## src/rtl/dp_trace_if.sv

```systemverilog
// dp_trace_if: capture/trigger/readout bundle for dp_trace_buf (master = driver side, slave = trace buffer)
interface dp_trace_if #(
  parameter int XLEN  = 32,
  parameter int DEPTH = 16
);
  logic                   arm;
  logic                   trig_en;
  logic [XLEN-1:0]        trig_pc;
  logic                   cap_valid;
  logic [XLEN-1:0]        cap_pc;
  logic [31:0]            cap_inst;
  logic [XLEN-1:0]        cap_wb_data;
  logic                   rd_req;
  logic                   rd_valid;
  logic [XLEN-1:0]        rd_pc;
  logic [31:0]            rd_inst;
  logic [XLEN-1:0]        rd_wb_data;
  logic [$clog2(DEPTH):0] count;
  logic [1:0]             state;
  logic                   triggered;
  modport master (
    output arm, trig_en, trig_pc, cap_valid, cap_pc, cap_inst, cap_wb_data, rd_req,
    input  rd_valid, rd_pc, rd_inst, rd_wb_data, count, state, triggered
  );
  modport slave (
    input  arm, trig_en, trig_pc, cap_valid, cap_pc, cap_inst, cap_wb_data, rd_req,
    output rd_valid, rd_pc, rd_inst, rd_wb_data, count, state, triggered
  );
endinterface

```

## src/rtl/dp_trace_buf.sv

```systemverilog
// dp_trace_buf: retire-trace circular buffer with PC trigger, post-trigger capture and freeze-then-read; DP_TRACE_WB_EN stores write-back data
module dp_trace_buf #(
  parameter int XLEN     = 32,
  parameter int DEPTH    = 16,
  parameter int POST_CNT = 4
) (
  input logic     clk,
  input logic     rst,
  dp_trace_if.slave bus
);
  localparam int AW = $clog2(DEPTH);
  localparam int CW = AW + 1;
  typedef enum logic [1:0] {IDLE, RUN, POST, FROZEN} state_t;
  state_t          state_q, state_d;
  logic [AW-1:0]   wr_ptr_q, wr_ptr_d, rd_ptr_q, rd_ptr_d, post_q, post_d;
  logic [CW-1:0]   count_q, count_d;
  logic            triggered_q, triggered_d, rd_valid_q, rd_valid_d;
  logic [XLEN-1:0] rd_pc_q, rd_pc_d;
  logic [31:0]     rd_inst_q, rd_inst_d;
  logic [XLEN-1:0] pc_mem [DEPTH];
  logic [31:0]     inst_mem [DEPTH];
  logic            capture, match, full, pop;
  always_comb begin
    capture     = !bus.arm && bus.cap_valid && (state_q == RUN || state_q == POST);
    match       = state_q == RUN && bus.trig_en && bus.cap_pc == bus.trig_pc;
    full        = count_q == CW'(DEPTH);
    pop         = !bus.arm && bus.rd_req && state_q == FROZEN && count_q != '0;
    wr_ptr_d    = bus.arm ? '0 : wr_ptr_q + AW'(capture);
    rd_ptr_d    = bus.arm ? '0 : rd_ptr_q + AW'(pop || (capture && full));
    count_d     = bus.arm ? '0 : pop ? count_q - CW'(1) : count_q + CW'(capture && !full);
    post_d      = bus.arm ? '0 : (capture && match) ? AW'(POST_CNT) :
                  (capture && state_q == POST) ? post_q - AW'(1) : post_q;
    triggered_d = !bus.arm && (triggered_q || (capture && match));
    state_d     = bus.arm ? RUN : (capture && match) ? (POST_CNT == 0 ? FROZEN : POST) :
                  (capture && state_q == POST && post_q == AW'(1)) ? FROZEN : state_q;
    rd_valid_d  = pop;
    rd_pc_d     = pop ? pc_mem[rd_ptr_q] : rd_pc_q;
    rd_inst_d   = pop ? inst_mem[rd_ptr_q] : rd_inst_q;
  end
  always_ff @(posedge clk) begin
    if (capture) begin
      pc_mem[wr_ptr_q]   <= bus.cap_pc;
      inst_mem[wr_ptr_q] <= bus.cap_inst;
    end
  end
  always_ff @(posedge clk or negedge rst) begin
    if (!rst) begin
      state_q     <= IDLE;
      wr_ptr_q    <= '0;
      rd_ptr_q    <= '0;
      post_q      <= '0;
      count_q     <= '0;
      triggered_q <= 1'b0;
      rd_valid_q  <= 1'b0;
      rd_pc_q     <= '0;
      rd_inst_q   <= '0;
    end else begin
      state_q     <= state_d;
      wr_ptr_q    <= wr_ptr_d;
      rd_ptr_q    <= rd_ptr_d;
      post_q      <= post_d;
      count_q     <= count_d;
      triggered_q <= triggered_d;
      rd_valid_q  <= rd_valid_d;
      rd_pc_q     <= rd_pc_d;
      rd_inst_q   <= rd_inst_d;
    end
  end
`ifdef DP_TRACE_WB_EN
  logic [XLEN-1:0] wb_mem [DEPTH];
  logic [XLEN-1:0] rd_wb_q, rd_wb_d;
  always_comb rd_wb_d = pop ? wb_mem[rd_ptr_q] : rd_wb_q;
  always_ff @(posedge clk) begin
    if (capture) wb_mem[wr_ptr_q] <= bus.cap_wb_data;
  end
  always_ff @(posedge clk or negedge rst) begin
    if (!rst) rd_wb_q <= '0;
    else rd_wb_q <= rd_wb_d;
  end
  assign bus.rd_wb_data = rd_wb_q;
`else
  logic unused_wb;
  assign unused_wb      = ^bus.cap_wb_data;
  assign bus.rd_wb_data = '0;
`endif
  assign bus.rd_valid  = rd_valid_q;
  assign bus.rd_pc     = rd_pc_q;
  assign bus.rd_inst   = rd_inst_q;
  assign bus.count     = count_q;
  assign bus.state     = state_q;
  assign bus.triggered = triggered_q;
endmodule

```

## src/flat_wrapper.sv

```systemverilog
// flat-port wrapper written by rule: the top's interface ports become plain ports
module dp_trace_buf_flat 
#(
  parameter int XLEN     = 32,
  parameter int DEPTH    = 16,
  parameter int POST_CNT = 4
)
  (clk, rst, bus_arm, bus_trig_en, bus_trig_pc, bus_cap_valid, bus_cap_pc, bus_cap_inst, bus_cap_wb_data, bus_rd_req, bus_rd_valid, bus_rd_pc, bus_rd_inst, bus_rd_wb_data, bus_count, bus_state, bus_triggered);
  dp_trace_if #(.XLEN(XLEN), .DEPTH(DEPTH)) bus_i ();
  input logic clk;
  input logic rst;
  input wire logic [$bits(bus_i.arm)-1:0] bus_arm;
  input wire logic [$bits(bus_i.trig_en)-1:0] bus_trig_en;
  input wire logic [$bits(bus_i.trig_pc)-1:0] bus_trig_pc;
  input wire logic [$bits(bus_i.cap_valid)-1:0] bus_cap_valid;
  input wire logic [$bits(bus_i.cap_pc)-1:0] bus_cap_pc;
  input wire logic [$bits(bus_i.cap_inst)-1:0] bus_cap_inst;
  input wire logic [$bits(bus_i.cap_wb_data)-1:0] bus_cap_wb_data;
  input wire logic [$bits(bus_i.rd_req)-1:0] bus_rd_req;
  output wire logic [$bits(bus_i.rd_valid)-1:0] bus_rd_valid;
  output wire logic [$bits(bus_i.rd_pc)-1:0] bus_rd_pc;
  output wire logic [$bits(bus_i.rd_inst)-1:0] bus_rd_inst;
  output wire logic [$bits(bus_i.rd_wb_data)-1:0] bus_rd_wb_data;
  output wire logic [$bits(bus_i.count)-1:0] bus_count;
  output wire logic [$bits(bus_i.state)-1:0] bus_state;
  output wire logic [$bits(bus_i.triggered)-1:0] bus_triggered;
  assign bus_i.arm = bus_arm;
  assign bus_i.trig_en = bus_trig_en;
  assign bus_i.trig_pc = bus_trig_pc;
  assign bus_i.cap_valid = bus_cap_valid;
  assign bus_i.cap_pc = bus_cap_pc;
  assign bus_i.cap_inst = bus_cap_inst;
  assign bus_i.cap_wb_data = bus_cap_wb_data;
  assign bus_i.rd_req = bus_rd_req;
  assign bus_rd_valid = bus_i.rd_valid;
  assign bus_rd_pc = bus_i.rd_pc;
  assign bus_rd_inst = bus_i.rd_inst;
  assign bus_rd_wb_data = bus_i.rd_wb_data;
  assign bus_count = bus_i.count;
  assign bus_state = bus_i.state;
  assign bus_triggered = bus_i.triggered;
  dp_trace_buf #(.XLEN(XLEN), .DEPTH(DEPTH), .POST_CNT(POST_CNT)) u_core (.clk(clk), .rst(rst), .bus(bus_i));
endmodule
```

## config.mk

```make
export PLATFORM = sky130hd
export DESIGN_NAME = dp_trace_buf_flat
export DESIGN_NICKNAME = d
export VERILOG_FILES = /design/src/rtl/dp_trace_if.sv /design/src/rtl/dp_trace_buf.sv /design/src/flat_wrapper.sv
export SDC_FILE = /design/constraint.sdc
export NUM_CORES = 1
export LEC_CHECK = 0
export ABC_AREA = 1
export BUFFER_PORTS_ARGS = -buffer_cell sky130_fd_sc_hd__buf_2
export CAP_MARGIN = 25
export CORE_MARGIN = 10
export CORE_UTILIZATION = 37
export CTS_CLUSTER_SIZE = 10
export DETAILED_ROUTE_END_ITERATION = 8
export PLACE_DENSITY_LB_ADDON = 0.2
export SLEW_MARGIN = 25
export SYNTH_ARGS = -nofsm -noshare
export SYNTH_HDL_FRONTEND = slang
export SYNTH_SLANG_ARGS = --single-unit
```

## constraint.sdc

```tcl
create_clock -name clk -period 12.33 [get_ports clk]
set_input_delay 1.8495 -clock clk [delete_from_list [all_inputs] [get_ports clk]]
set_output_delay 1.8495 -clock clk [all_outputs]
set_load 0.03 [all_outputs]
```

==> summary.txt, run 1 <==
H-tree levels = 4
end-of-flow core utilization = 42.41%
f_max = 222.1 MHz
asr flop ratio synth = 7.665%
Clock Tree Root = clkbuf_16
YS warnings = 0
antenna violations before repair = 13
number of global-route vias before repair = 26.77k
Post-synth EDFFs = 1024
simple-gate portion of the synthesized area = 11.31%
most frequent cell after synthesis = edfxtp_1
first-pass GRT wire length = 181.3 mm
CTS Buf Count = 130
R2R cell count = 9
total of max-cap violations = 0
Hold Crit Class = reg2reg
status = completed
share of cells above drive strength 1 = 10.64%
Synth Area in Compound Gates = 7.790%
Hold EP = u_core.bus.rd_inst[9]
post-synth top area share = 68.84%
Post-Synth Adder-Cell Area = 0.4370%
Worst EP required = 12650 ps
vias per inst = 5.104
clock tree sinks = 1109
setup tns final = 0 ps
RD Place Congestion = 0.7719
max_slew headroom = 30.05%
total grt overflow = 0
post-detailed-route wirelength per cell = 22.92 µm
largest family of logic cells by synthesized area = simple AND/OR/NAND/NOR gates
# setup viols final = 0
Arr. time, crit path = 4830 ps
post-cts resize count = 0
RSZ-0062 raised after global routing = no
R2R Path Start = u_core.rd_ptr_q[0]
Final Cycle Share = 36.52%
Buffers on Ports = 174
clock latency on the worst-skew pair = 710 ps
Initial Util = 37.23%
Seq/Total Area, Yosys = 73.61%
clock-pin slew on the worst setup and hold paths = 50 ps
multiplexer area fraction after synthesis = 2.869%
critical path launch point type = input port
ANT nets after route = 0
Synth Area in XOR/XNOR = 0.2549%
Setup Buffers After CTS = 0
Die Ht = 367.4 µm
crit path kind = in2reg
synthesized area per cell = 12.59 µm²
Slew @ Worst Pin = 1049 ps
reg2reg setup slack = 7910 ps
Pwr per Cell Area = 159.3 mW/mm²
nets@finish = 3854
CTS tree = built
final slew viol count = 0
filler cell count = 11.11k
Seq cells post-synth = 1109
Setup Skew = 22.77 ps
endpoint class of the critical path = flop
Total Power = 8106 µW
min cycle time layout = 4503 ps
All-Layer GR Usage = 17.86%
Synth area leader = edfxtp_1
initial drt markers = 2307
Distinct cells, synth = 37
main area contributors after synthesis = edfxtp_1 69%, nand2_1 6.3%, dfrtp_1 4.8%, nor2_1 3.8%, mux2i_1 2.9%
via count = 27.64k
area grow syn2layout = 13.91%
Max Root-Sink Buffers = 3
synthesized cell area = 0.04467 mm²
Post-synth top cells = 1024 x edfxtp_1, 755 x nand2_1, 453 x nor2_1
leakage = 0.01838 µW
hold path depth = 2
I/O pin count = 239
Top FF cell, synth = edfxtp_1
peak supply drop = 0.1135 mV
die area = 0.1350 mm²
chip width = 367.4 µm
pin count of the biggest net entering global routing = 194
RR Endpoint = u_core.bus.rd_inst[30]
Routed WL = 124.1 mm
largest fanout on the critical path = 42
endpoints failing hold = 0
router iterations before antenna repair = 6
core area = 0.1200 mm²
drt drc = 0
Syn Inst Count = 3547
Final HPWL DP = 64.61 mm
CTS Hold Bufs = 0
min-delay src = u_core.bus.rd_inst[9]
row count = 127
[state kept, by name (all words and copies together) (netlist names), 4 cells and up]
name                flops
u_core.pc_mem         512
u_core.bus.rd_pc       32
u_core.inst_mem       512
u_core.wr_ptr_q         4
u_core.bus.rd_inst     32
u_core.rd_ptr_q         4
u_core.bus.count        5
u_core.post_q           4
[worst max path at each step]
| stage | startpoint | to | cells after the start |
|---|---|---|---|
| 2_1_floorplan | bus_arm | u_core.inst_mem[11][0] | 3 |
| 3_3_place_gp | bus_arm | u_core.inst_mem[3][17] | 5 |
| 3_5_place_dp | bus_arm | u_core.inst_mem[15][14] | 5 |
| 4_1_cts | bus_arm | u_core.inst_mem[15][7] | 5 |
| 5_1_grt | u_core.rd_ptr_q[0] | u_core.bus.rd_inst[30] | 9 |
| 6_report | bus_arm | u_core.inst_mem[9][29] | 5 |
[kinds of logic (layout without fill, tap and decap cells)]
| kind of cell | after synthesis | in the layout |
|---|---|---|
| buffers and inverters | 315 | 535 |
| XOR/XNOR | 13 | 13 |
| multiplexers | 128 | 128 |
| AND/OR/NAND/NOR | 1304 | 1304 |
| AO/OA/AOI/OAI | 662 | 662 |
| other | 1 | 38 |
| adder cells (fa/ha/maj) | 15 | 15 |
| flip-flops | 1109 | 1109 |
[metal layers]
metal	global-route usage (%)	vias to the layer above	share of wire, %
li1	-	12850	-
met3	4.590	177	7.5
met5	0	-	0.039
met2	28.18	831	46
met4	4.621	8	2.0
met1	24.40	13780	44
[where the power goes]
part / total, µW / internal (µW) / leakage [µW] / switching [µW]
sequential: 4150 / 4140 / 0.0104 / 17.3
combinational: 421 / 115 / 0.00613 / 306
clock: 3530 / 2100 / 0.00185 / 1430
[area by class of cell]
| class | instances | area [µm²] | share of cell area, % |
|---|---|---|---|
| clock buffers | 220 | 3802 | 7.474 |
| well taps | 1612 | 2017 | 3.964 |
| inverters | 85 | 344.1 | 0.6763 |
| multi-input cells | 2154 | 10380 | 20.41 |
| clock inverters | 5 | 61.31 | 0.1205 |
| flip-flops and latches | 1109 | 32890 | 64.64 |
| diodes | 6 | 15.01 | 0.02951 |
| repair buffers | 225 | 1366 | 2.685 |
[placed cells by master, fill, tap and decap left out, drive strengths merged]
cell,count
buf,225
o21a,1
nand2,756
nor2,453
xnor2,9
mux2i,128
nand3,79
o22ai,128
inv,87
clkinv,2
ha,14
and3,1
xor2,4
and2,1
nand3b,1
diode,6
nand4,7
fa,1
conb,32
nor4,1
edfxtp,1024
or2,2
clkbuf,220
nor3,3
o21ai,395
bufinv,1
a21oi,138
dfrtp,85
[through the flow]
step / worst slack (ps) / hold slack [ps] / instance area (µm²) / cells
after floorplan: 6776 / 475.5 / 44780 / 3578
after global routing: 7568 / 492.9 / 50870 / 5411
after global placement: 7084 / 459.5 / 46860 / 5179
final: 7827 / 471.6 / 50880 / 5416
after detailed placement: 7064 / 461.6 / 46920 / 5182
after CTS: 7816 / 476.5 / 50790 / 5407
[critical path: stages]
cell and delay (ps):
buf_2 220, nor3_4 510, nand3_1 450, nor2_4 860
buf_4 830
(Power assumes the default switching activity.)
==> run 2: changes to the inputs <==
Clock period 12.33 ns to 3.7 ns, I/O delays scaled along.
==> run 2 against run 1 <==
Count of clock-buffer cells in the layout rose by 4. Combinational power rose to 3.4 times the previous value. Die area did not move. Flip-flop and latch count did not move. Clock power rose to 3.1 times the previous value. Via count fell by 0.93%. Power rose to 3.2 times the previous value. Global-route usage fell by 0.54 points. First-iteration DRC count fell by 1.2%. Sequential power rose to 3.3 times the previous value.
==> summary.txt, run 2 (synthesized netlist as in run 1, its figures left out) <==
status = completed (unchanged)
Initial Util = 37.23% (unchanged)
Reg power frac = 52.7% (was 51.2%)
I/O pin count = 239 (unchanged)
area grow syn2layout = 13.99% (was 13.91%)
router iterations before antenna repair = 5 (was 6)
share of cells above drive strength 1 = 10.49% (was 10.64%)
sw frac = 21.88% (was 21.62%)
clock tree sinks = 1109 (unchanged)
Internal Power = 20480 µW (was 6353 µW)
row count = 127 (unchanged)
RSZ-0062 raised after global routing = no (unchanged)
clock power share = 41.8% (was 43.6%)
Final HPWL DP = 64.84 mm (was 64.61 mm)
DP Area = 0.04735 mm² (was 0.04692 mm²)
antenna violations before repair = 16 (was 13)
nets@finish = 3859 (was 3854)
RD Place Congestion = 0.7885 (was 0.7719)
core area = 0.1200 mm² (unchanged)
Setup Skew = 26.35 ps (was 22.77 ps)
R2R Path Start = u_core.bus.state[0] (was u_core.rd_ptr_q[0])
H-tree levels = 3 (was 4)
drt drc = 0 (unchanged)
Arr. time, crit path = 3400 ps (was 4830 ps)
Final Cycle Share = 81.50%
endpoint class of the critical path = flop (unchanged)
filler cell count = 11.12k (was 11.11k)
CP cell instances = inv_1, ha_1, nor3_4, nand3_1, nor2_4, buf_12 (was buf_2, nor3_4, nand3_1, nor2_4, buf_4)
Worst EP required = 4080 ps (was 12650 ps)
Layout Cells excl Fill = 5431 (was 5416)
register area = 0.03289 mm² (unchanged)
CTS Hold Bufs = 1 (was 0)
hold path depth = 1 (was 2)
All-Layer GR Usage = 17.32% (was 17.86%)
switching power total = 5736 µW (was 1753 µW)
number of instances in the placed design = 5198 (was 5182)
ANT nets after route = 0 (unchanged)
CTS tree = built (unchanged)
end-of-flow core utilization = 42.44% (was 42.41%)
Max Root-Sink Buffers = 3 (unchanged)
Finished Cell Area = 0.05092 mm² (was 0.05088 mm²)
RR Endpoint = u_core.inst_mem[7][9] (was u_core.bus.rd_inst[30])
CP bufs+invs = 2 (unchanged)
total of max-cap violations = 0 (unchanged)
leading cell types in the layout, fill and taps excluded = 1024 x edfxtp_1, 753 x nand2_1, 437 x nor2_1 (unchanged)
pin count of the biggest net entering global routing = 130 (was 194)
endpoints failing hold = 0 (unchanged)
Setup Buffers After CTS = 0 (unchanged)
crit-path leading delay family = simple AND/OR/NAND/NOR gates (unchanged)
Hold EP = u_core.inst_mem[11][16] (was u_core.bus.rd_inst[9])
Total Power = 26220 µW (was 8106 µW)
peak supply drop = 0.3968 mV (was 0.1135 mV)
number of global-route vias before repair = 26.60k (was 26.77k)
# setup viols final = 0 (unchanged)
area of the multi-input gates = 0.01038 mm² (unchanged)
post-cts resize count = 0 (unchanged)
Hold Crit Class = in2reg (was reg2reg)
f_max = 331.6 MHz
commonest non-fill, non-tap cell in the layout = edfxtp_1 (unchanged)
largest fanout on the critical path = 19 (was 42)
Buffers on Ports = 174 (unchanged)
min cycle time layout = 3016 ps
combinational share of power = 5.4% (was 5.2%)
min-delay src = bus_cap_inst[16] (was u_core.bus.rd_inst[9])
clock latency on the worst-skew pair = 700 ps (was 710 ps)
CTS Buf Count = 121 (was 130)
post-detailed-route wirelength per cell = 22.22 µm (was 22.92 µm)
chip width = 367.4 µm (unchanged)
via count = 27.39k (was 27.64k)
first-pass GRT wire length = 177.1 mm (was 181.3 mm)
Slew @ Worst Pin = 1025 ps (was 1049 ps)
biggest registers after layout = u_core.inst_mem x512, u_core.pc_mem x512 (unchanged)
die area = 0.1350 mm² (unchanged)
leakage = 0.01833 µW (was 0.01838 µW)
initial drt markers = 2280 (was 2307)
total grt overflow = 0 (unchanged)
vias per inst = 5.043 (was 5.104)
Die Ht = 367.4 µm (unchanged)
Clock Tree Root = clkbuf_16 (unchanged)
final slew viol count = 0 (unchanged)
critical-path cell with the highest stage delay = nor2_4 (unchanged)
Critical Path Max Stage Delay = 640 ps (was 860 ps)
critical path launch point type = flop (was input port)
Routed WL = 120.7 mm (was 124.1 mm)
reg2reg setup slack = 680 ps (was 7910 ps)
clock-pin slew on the worst setup and hold paths = 60 ps (was 50 ps)
Pwr per Cell Area = 514.9 mW/mm² (was 159.3 mW/mm²)
crit path kind = reg2reg (was in2reg)
R2R cell count = 6 (was 9)
critical path startpoint = u_core.bus.state[0] (was bus_arm)
max_slew headroom = 31.14% (was 30.05%)
-- run 2: cell types whose count changed in the layout (fill, tap and decap cells not counted) --
cell	before	now
buf_16	3	0
bufinv_16	1	0
inv_6	4	3
buf_12	4	29
buf_4	45	35
buf_6	0	1
clkinv_2	1	0
dlygate4sd3_1	0	1
clkbuf_16	139	125
clkbuf_1	79	97
-- run 2: power by group through the flow --
stage | clock network [µW] | logic, µW | registers (µW)
floorplan | 0 | 916 | 14100
global placement | 0 | 1420 | 14100
finish | 11000 | 1430 | 13800
detailed placement | 0 | 1430 | 14100
CTS | 11200 | 1440 | 13800
global route | 11700 | 1590 | 13800
-- run 2: final cells by class --
class	instances	area share (%)
Clock buffer	224	6.913
Sequential cell	1109	64.59
Tap cell	1612	3.961
Clock inverter	2	0.03440
Inverter	85	0.6758
Antenna cell	6	0.02949
Multi-Input combinational cell	2154	20.39
Timing Repair Buffer	239	3.399
-- run 2: routing by layer --
| metal | routed length, µm | track usage (%) | vias up |
|---|---|---|---|
| met4 | 2274 | 4.567 | 8 |
| met5 | 56 | 0 | - |
| met2 | 56360 | 28.07 | 702 |
| met1 | 54640 | 23.75 | 13660 |
| met3 | 7377 | 3.272 | 153 |
| li1 | - | - | 12870 |
-- run 2: worst max path at each step --
stage	to	slack [ps]	cells after the start
CTS	u_core.inst_mem[7][8]	680	6
global placement	u_core.inst_mem[7][9]	730	5
global route	u_core.inst_mem[7][6]	620	6
finish	u_core.inst_mem[7][9]	680	6
detailed placement	u_core.inst_mem[7][9]	690	5
floorplan	u_core.inst_mem[11][0]	-970	5
-- run 2: worst reg2reg max path, delay by kind of cell (launching register included) --
kind | cells | cell delay (ps)
AND/OR/NAND/NOR | 3 | 1580
flip-flops | 1 | 410
buffers and inverters | 2 | 340
adder cells (fa/ha/maj) | 1 | 340
-- run 2: metrics by stage --
step / hold slack (ps) / TNS (ps) / worst slack, ps
6_report: 235.6 / 0 / 684.5
3_5_place_dp: 461.2 / 0 / 689.8
4_1_cts: 181.9 / 0 / 681.2
2_1_floorplan: 259.4 / -744010 / -971.6
5_1_grt: 232.6 / 0 / 617.4
3_3_place_gp: 459.1 / 0 / 729.2
